## src/rtl/i2c_reg_seq.sv

```systemverilog
// ---------------------------------------------------------------------------
// i2c_reg_seq
//
// Purpose:
//   Register-access sequencer placed directly upstream of the I2C master.
//   It turns one register command into the master's transaction handshake
//   and returns one response per command.
//   - A write is a single 2-byte transaction: register address, then data.
//   - A read is a 1-byte pointer write followed by a 1-byte read
//     transaction.
//   After the last byte of each transaction the sequencer idles for
//   GAP_CYCLES cycles so the master can finish its ack and stop.
//
// Parameters:
//   GAP_CYCLES      idle cycles after the last byte handshake of a transaction
//   TIMEOUT_CYCLES  maximum wait for a master byte handshake (timeout build only)
//
// Ports:
//   clock, reset         system clock; asynchronous active-low reset
//   cmd_valid/cmd_ready  command handshake (cmd_rd, cmd_dev, cmd_reg, cmd_wdata)
//   rsp_valid/rsp_ready  response handshake (rsp_data, rsp_err)
//   addr, lenMsg, rdWr,
//   startTxRx            master transaction request
//   inData/inValid/inReady     TX byte stream to the master
//   outData/outValid/outReady  RX byte stream from the master
//
// Configuration macro:
//   I2C_REG_SEQ_TIMEOUT_EN  compiles in the handshake timeout and rsp_err.
//   Without it, handshake states wait forever and rsp_err is tied to 0.
// ---------------------------------------------------------------------------
module i2c_reg_seq #(
    parameter int GAP_CYCLES     = 12288,
    parameter int TIMEOUT_CYCLES = 65536
) (
    input  logic       clock,
    input  logic       reset,
    input  logic       cmd_valid,
    output logic       cmd_ready,
    input  logic       cmd_rd,
    input  logic [6:0] cmd_dev,
    input  logic [7:0] cmd_reg,
    input  logic [7:0] cmd_wdata,
    output logic       rsp_valid,
    input  logic       rsp_ready,
    output logic [7:0] rsp_data,
    output logic       rsp_err,
    output logic [6:0] addr,
    output logic [7:0] lenMsg,
    output logic       rdWr,
    output logic       startTxRx,
    output logic [7:0] inData,
    output logic       inValid,
    input  logic       inReady,
    input  logic [7:0] outData,
    input  logic       outValid,
    output logic       outReady
);

    localparam int MAX_CYCLES = (GAP_CYCLES > TIMEOUT_CYCLES) ? GAP_CYCLES : TIMEOUT_CYCLES;
    localparam int CW         = (MAX_CYCLES > 1) ? $clog2(MAX_CYCLES) : 1;
    localparam logic [CW-1:0] GAP_LAST = CW'(GAP_CYCLES - 1);
`ifdef I2C_REG_SEQ_TIMEOUT_EN
    localparam logic [CW-1:0] TIMEOUT_LAST = CW'(TIMEOUT_CYCLES - 1);
`endif

    typedef enum logic [2:0] {
        IDLE, START, TX_REG, TX_DATA, GAP, RD_START, RX, RSP
    } state_t;

    state_t        state, state_next;
    logic [CW-1:0] cnt, cnt_next;
    logic          is_read, is_read_next;
    logic [7:0]    reg_addr, reg_next;
    logic [7:0]    wr_data, wr_data_next;
    logic          rd_phase, rd_phase_next;

    logic [6:0]    addr_next;
    logic [7:0]    len_next;
    logic          rdwr_next;
    logic [7:0]    in_data_next;
    logic [7:0]    rsp_data_next;
    logic          cmd_ready_next;
    logic          rsp_valid_next;
    logic          start_next;
    logic          in_valid_next;
    logic          out_ready_next;
`ifdef I2C_REG_SEQ_TIMEOUT_EN
    logic          err_next;
`endif

    // All outputs are registered. The next-state logic below computes the
    // value each output must show while the FSM sits in state_next, so every
    // output changes on the same edge as the state it belongs to.
    always_ff @(posedge clock or negedge reset) begin
        if (!reset) begin
            state     <= IDLE;
            cnt       <= '0;
            is_read   <= 1'b0;
            reg_addr  <= '0;
            wr_data   <= '0;
            rd_phase  <= 1'b0;
            addr      <= '0;
            lenMsg    <= '0;
            rdWr      <= 1'b0;
            inData    <= '0;
            rsp_data  <= '0;
            cmd_ready <= 1'b0;
            rsp_valid <= 1'b0;
            startTxRx <= 1'b0;
            inValid   <= 1'b0;
            outReady  <= 1'b0;
`ifdef I2C_REG_SEQ_TIMEOUT_EN
            rsp_err   <= 1'b0;
`endif
        end else begin
            state     <= state_next;
            cnt       <= cnt_next;
            is_read   <= is_read_next;
            reg_addr  <= reg_next;
            wr_data   <= wr_data_next;
            rd_phase  <= rd_phase_next;
            addr      <= addr_next;
            lenMsg    <= len_next;
            rdWr      <= rdwr_next;
            inData    <= in_data_next;
            rsp_data  <= rsp_data_next;
            cmd_ready <= cmd_ready_next;
            rsp_valid <= rsp_valid_next;
            startTxRx <= start_next;
            inValid   <= in_valid_next;
            outReady  <= out_ready_next;
`ifdef I2C_REG_SEQ_TIMEOUT_EN
            rsp_err   <= err_next;
`endif
        end
    end

`ifndef I2C_REG_SEQ_TIMEOUT_EN
    assign rsp_err = 1'b0;
`endif

    // Next-state and next-output logic. addr/lenMsg/rdWr are only rewritten
    // when entering START or RD_START so they stay stable across the whole
    // transaction; inData is only rewritten when a new byte is presented.
    always_comb begin
        state_next    = state;
        is_read_next  = is_read;
        reg_next      = reg_addr;
        wr_data_next  = wr_data;
        rd_phase_next = rd_phase;
        addr_next     = addr;
        len_next      = lenMsg;
        rdwr_next     = rdWr;
        in_data_next  = inData;
        rsp_data_next = rsp_data;
`ifdef I2C_REG_SEQ_TIMEOUT_EN
        err_next      = rsp_err;
`endif

        case (state)
            IDLE: begin
                if (cmd_valid && cmd_ready) begin
                    is_read_next  = cmd_rd;
                    reg_next      = cmd_reg;
                    wr_data_next  = cmd_wdata;
                    rd_phase_next = 1'b0;
                    rsp_data_next = 8'h00;
`ifdef I2C_REG_SEQ_TIMEOUT_EN
                    err_next      = 1'b0;
`endif
                    addr_next     = cmd_dev;
                    len_next      = cmd_rd ? 8'd1 : 8'd2;
                    rdwr_next     = 1'b0;
                    state_next    = START;
                end
            end
            START: begin
                in_data_next = reg_addr;
                state_next   = TX_REG;
            end
            TX_REG: begin
                if (inValid && inReady) begin
                    if (is_read) begin
                        rd_phase_next = 1'b1;
                        state_next    = GAP;
                    end else begin
                        in_data_next = wr_data;
                        state_next   = TX_DATA;
                    end
                end
            end
            TX_DATA: begin
                if (inValid && inReady) begin
                    state_next = GAP;
                end
            end
            GAP: begin
                if (cnt == GAP_LAST) begin
                    if (rd_phase && !rsp_err) begin
                        rd_phase_next = 1'b0;
                        len_next      = 8'd1;
                        rdwr_next     = 1'b1;
                        state_next    = RD_START;
                    end else begin
                        state_next = RSP;
                    end
                end
            end
            RD_START: begin
                state_next = RX;
            end
            RX: begin
                if (outValid && outReady) begin
                    rsp_data_next = outData;
                    state_next    = GAP;
                end
            end
            RSP: begin
                if (rsp_valid && rsp_ready) begin
                    state_next = IDLE;
                end
            end
            default: begin
                state_next = IDLE;
            end
        endcase

`ifdef I2C_REG_SEQ_TIMEOUT_EN
        // Expiry only applies when no handshake happened this cycle, so a
        // handshake landing on the last allowed cycle still wins. The GAP
        // that follows lets the master complete its stop before responding.
        if ((state == TX_REG || state == TX_DATA || state == RX) &&
            state_next == state && cnt == TIMEOUT_LAST) begin
            err_next      = 1'b1;
            rsp_data_next = 8'h00;
            state_next    = GAP;
        end
`endif

        // One shared counter: it restarts on every state change and only
        // advances in states that measure time, so it never wraps.
        cnt_next = cnt;
        if (state_next != state) begin
            cnt_next = '0;
        end else if (state == GAP
`ifdef I2C_REG_SEQ_TIMEOUT_EN
                     || state == TX_REG || state == TX_DATA || state == RX
`endif
                    ) begin
            cnt_next = cnt + CW'(1);
        end

        cmd_ready_next = (state_next == IDLE);
        rsp_valid_next = (state_next == RSP);
        start_next     = (state_next == START) || (state_next == RD_START);
        in_valid_next  = (state_next == TX_REG) || (state_next == TX_DATA);
        out_ready_next = (state_next == RX);
    end

endmodule

```

## config.mk

```make
export PLATFORM = sky130hd
export DESIGN_NAME = i2c_reg_seq
export DESIGN_NICKNAME = d
export VERILOG_FILES = /design/src/rtl/i2c_reg_seq.sv
export SDC_FILE = /design/constraint.sdc
export NUM_CORES = 1
export LEC_CHECK = 0
export ABC_AREA = 1
export ABC_CLOCK_PERIOD_IN_PS = 4700
export CORE_MARGIN = 2
export CORE_UTILIZATION = 25
export DETAILED_ROUTE_END_ITERATION = 10
export PLACE_DENSITY_LB_ADDON = 0.12
export RECOVER_POWER = 25
export SETUP_SLACK_MARGIN = 0.02
export SLEW_MARGIN = 20
export SYNTH_ARGS = -nofsm -noshare
export SYNTH_HDL_FRONTEND = slang
export SYNTH_SLANG_ARGS = --single-unit
export TNS_END_PERCENT = 20
```

## constraint.sdc

```tcl
create_clock -name clock -period 4.7 [get_ports clock]
set_clock_uncertainty 0.15 [all_clocks]
set_input_delay 0.94 -clock clock [delete_from_list [all_inputs] [get_ports clock]]
set_output_delay 0.94 -clock clock [all_outputs]
set_load 0.01 [all_outputs]
```

==> flow_summary.ini <==
[outcome]
outcome = complete, no violations

[layout]
diodes = 0
final_common_cell = dfrtp_1
layout-drive-gt1-share_pct = 16.3
syn2layout_area_growth_pct = 35.0
fin_cells = 578
nets = 440
layout_common_cells = dfrtp_1 (68), clkdlybuf4s50_1 (66), nand2_1 (63)
ff_latch_area_mm2 = 0.00170
multi_input_area_mm2 = 0.00136
nFillCells = 1327

[setup_path]
worstPathArrival_ns = 2.83
critical_path.cell_chain = clkbuf_1 > clkbuf_2
end_kind = async pin
max_stage_delay_ns = 1.07
cp.required_ns = 4.80
crit_fanout = 49
path_buf_inv = 2
critPathLaunchType = input port
cp_slowest_cell = clkbuf_2
startpoint = reset
r2r-start = state[1]
crit_type = in -> async
path_delay_family = buffers and inverters

[yosys]
synth_fa_ha_area_share_pct = 0.387
synth_ff_type = dfrtp_1
synth_mux_area_share_pct = 8.31
syn-cell-area_mm2 = 0.00324
synth_simple_gate_area_share_pct = 24.6
post_synth.cell_area_avg_um2 = 9.83
synth_top_family_by_area = simple AND/OR/NAND/NOR gates
synth.distinct_cells = 37
synth_xor_area_share_pct = 2.98
synth.ff_latch_count = 68
ys_warn_count = 0
ys_seq_area_share_pct = 52.6
postSynthCellCount = 329
synth_compound_area_share_pct = 4.91
ys_async_sr_fraction_pct = 100
synth_edf_count = 0

[grt]
overflow = 0
grt_pass1_vias = 2473
antenna_found_initial = 0
grt_max_degree = 50
grtUsageTotal_pct = 11.1
grt_pass1_wl_um = 12100

[flow_run]
drv_cap = 0

[clock_network]
root_buffer = clkbuf_16
cts-hold-fix-buffers = 0
post_cts_resized = 0
htreeDepth = 3
clockBufferDepth = 2
cts_tree = yes
cts.clk_slew.worst_paths_ns = 0.05
clock-sinks = 68
clkLatencyLatePin_ns = 0.33
cts_setup_buffers = 0
numCtsBuffers = 9

[drt]
ant_nets = 0
drt_first_pass_iters = 4
num_vias = 2387
routed_wl_um = 7130
drcViolationCount = 0
vias_per_cell = 4.13
avgRoutedWirePerCell_um = 12.3
drtIter0Drc = 93

[sta]
period_share_pct = 58.2
setup_tns_ns = 0
final_max_slew_viol_count = 0
max_clock_freq_mhz = 366
holdWs_ns = 0.343
finalHoldViolations = 0
maxSlewHeadroom_pct = 18.5
rsz0062_at_grt = false
period_needed_ns = 2.73
worstMarginPinSlew_ns = 1.22
finalSetupViolCount = 0

[floorplanning]
core_area_mm2 = 0.0126
io_pins = 76
rows = 41
die_area_mm2 = 0.0139
die_h_um = 118
die_x_um = 118
start_util_pct = 25.6

[min_path]
hold_path.class = reg -> reg
hold_start = addr[3]

[placement]
place_congestion = 0.734
dp_hpwl_um = 5010
dp_cells = 562
port_buffers = 68

[power_and_ir_drop]
ir_drop_mv = 0.224
power_leakage_nw = 1.95
powerDensity_mw_per_mm2 = 587
cell families after synthesis:
kind of cell,Yosys count
compound gates,24
xor+xnor,11
fa+ha+maj,1
buf+inv,40
flops,68
mux,24
other cells,1
simple gates,160
power by group:
part / leakage, nW / internal [mW] / switching (mW)
combinational: 0.917 / 0.436 / 0.489
sequential: 0.880 / 0.784 / 0.138
clock: 0.149 / 0.464 / 0.254
total: 1.95 / 1.68 / 0.882
final cells by class:
cell class / count / share of cell area, %
multi-input cells: 227 / 31.0
repair buffers: 69 / 15.6
well taps: 172 / 4.93
inverters: 26 / 2.26
clock inverters: 6 / 2.03
clock buffers: 10 / 5.24
flip-flops and latches: 68 / 39.0
cells in the mapped netlist (all sizes together) (4+ instances only):
library cell	number	area share, %
nand2	72	9.7
o21ai	8	1.2
mux2	23	8.0
nor2	48	7.6
a21oi	4	0.73
dfrtp	68	53
xor2	9	2.4
a31oi	8	1.5
nor3	5	1.1
nand3	33	5.8
buf	13	2.9
inv	24	2.8
through the flow:
stage	setup WS, ns	util, %	instance area [µm²]	power (mW)
2_1_floorplan	2.53	-	3260	1.49
3_3_place_gp	1.62	32.2	4060	1.87
3_5_place_dp	1.61	32.2	4060	1.87
4_1_cts	1.97	34.7	4380	2.62
5_1_grt	1.45	34.6	4370	2.75
6_report	1.97	34.6	4370	2.57
sequential cells by signal, indices dropped and copies added (netlist names), 2 cells and up:
register,cells
cnt,16
addr,7
state,3
wr_data,8
reg_addr,8
inData,8
rsp_data,8
lenMsg,2
final timing paths:
| kind | end | slack (ns) | cells past startpoint |
|---|---|---|---|
| worst max-delay path | lenMsg[1] | 1.97 | 2 |
| worst min-delay path | addr[3] | 0.34 | 1 |
| worst max register to register | addr[3] | 2.23 | 5 |
| worst min register to register | addr[3] | 0.34 | 1 |
| max in group clock | addr[3] | 2.02 | 3 |
| min in group asynchronous | cnt[15] | 0.66 | 1 |
per-layer routing:
layer | GRT usage [%] | share of wire (%) | up-vias
li1 | - | - | 1199
met1 | 14.2 | 47 | 1116
met2 | 16.5 | 44 | 61
met3 | 4.12 | 6.7 | 11
met4 | 5.50 | 2.5 | 0
met5 | 0 | 0 | -
Power figures use the tool's default switching activity.
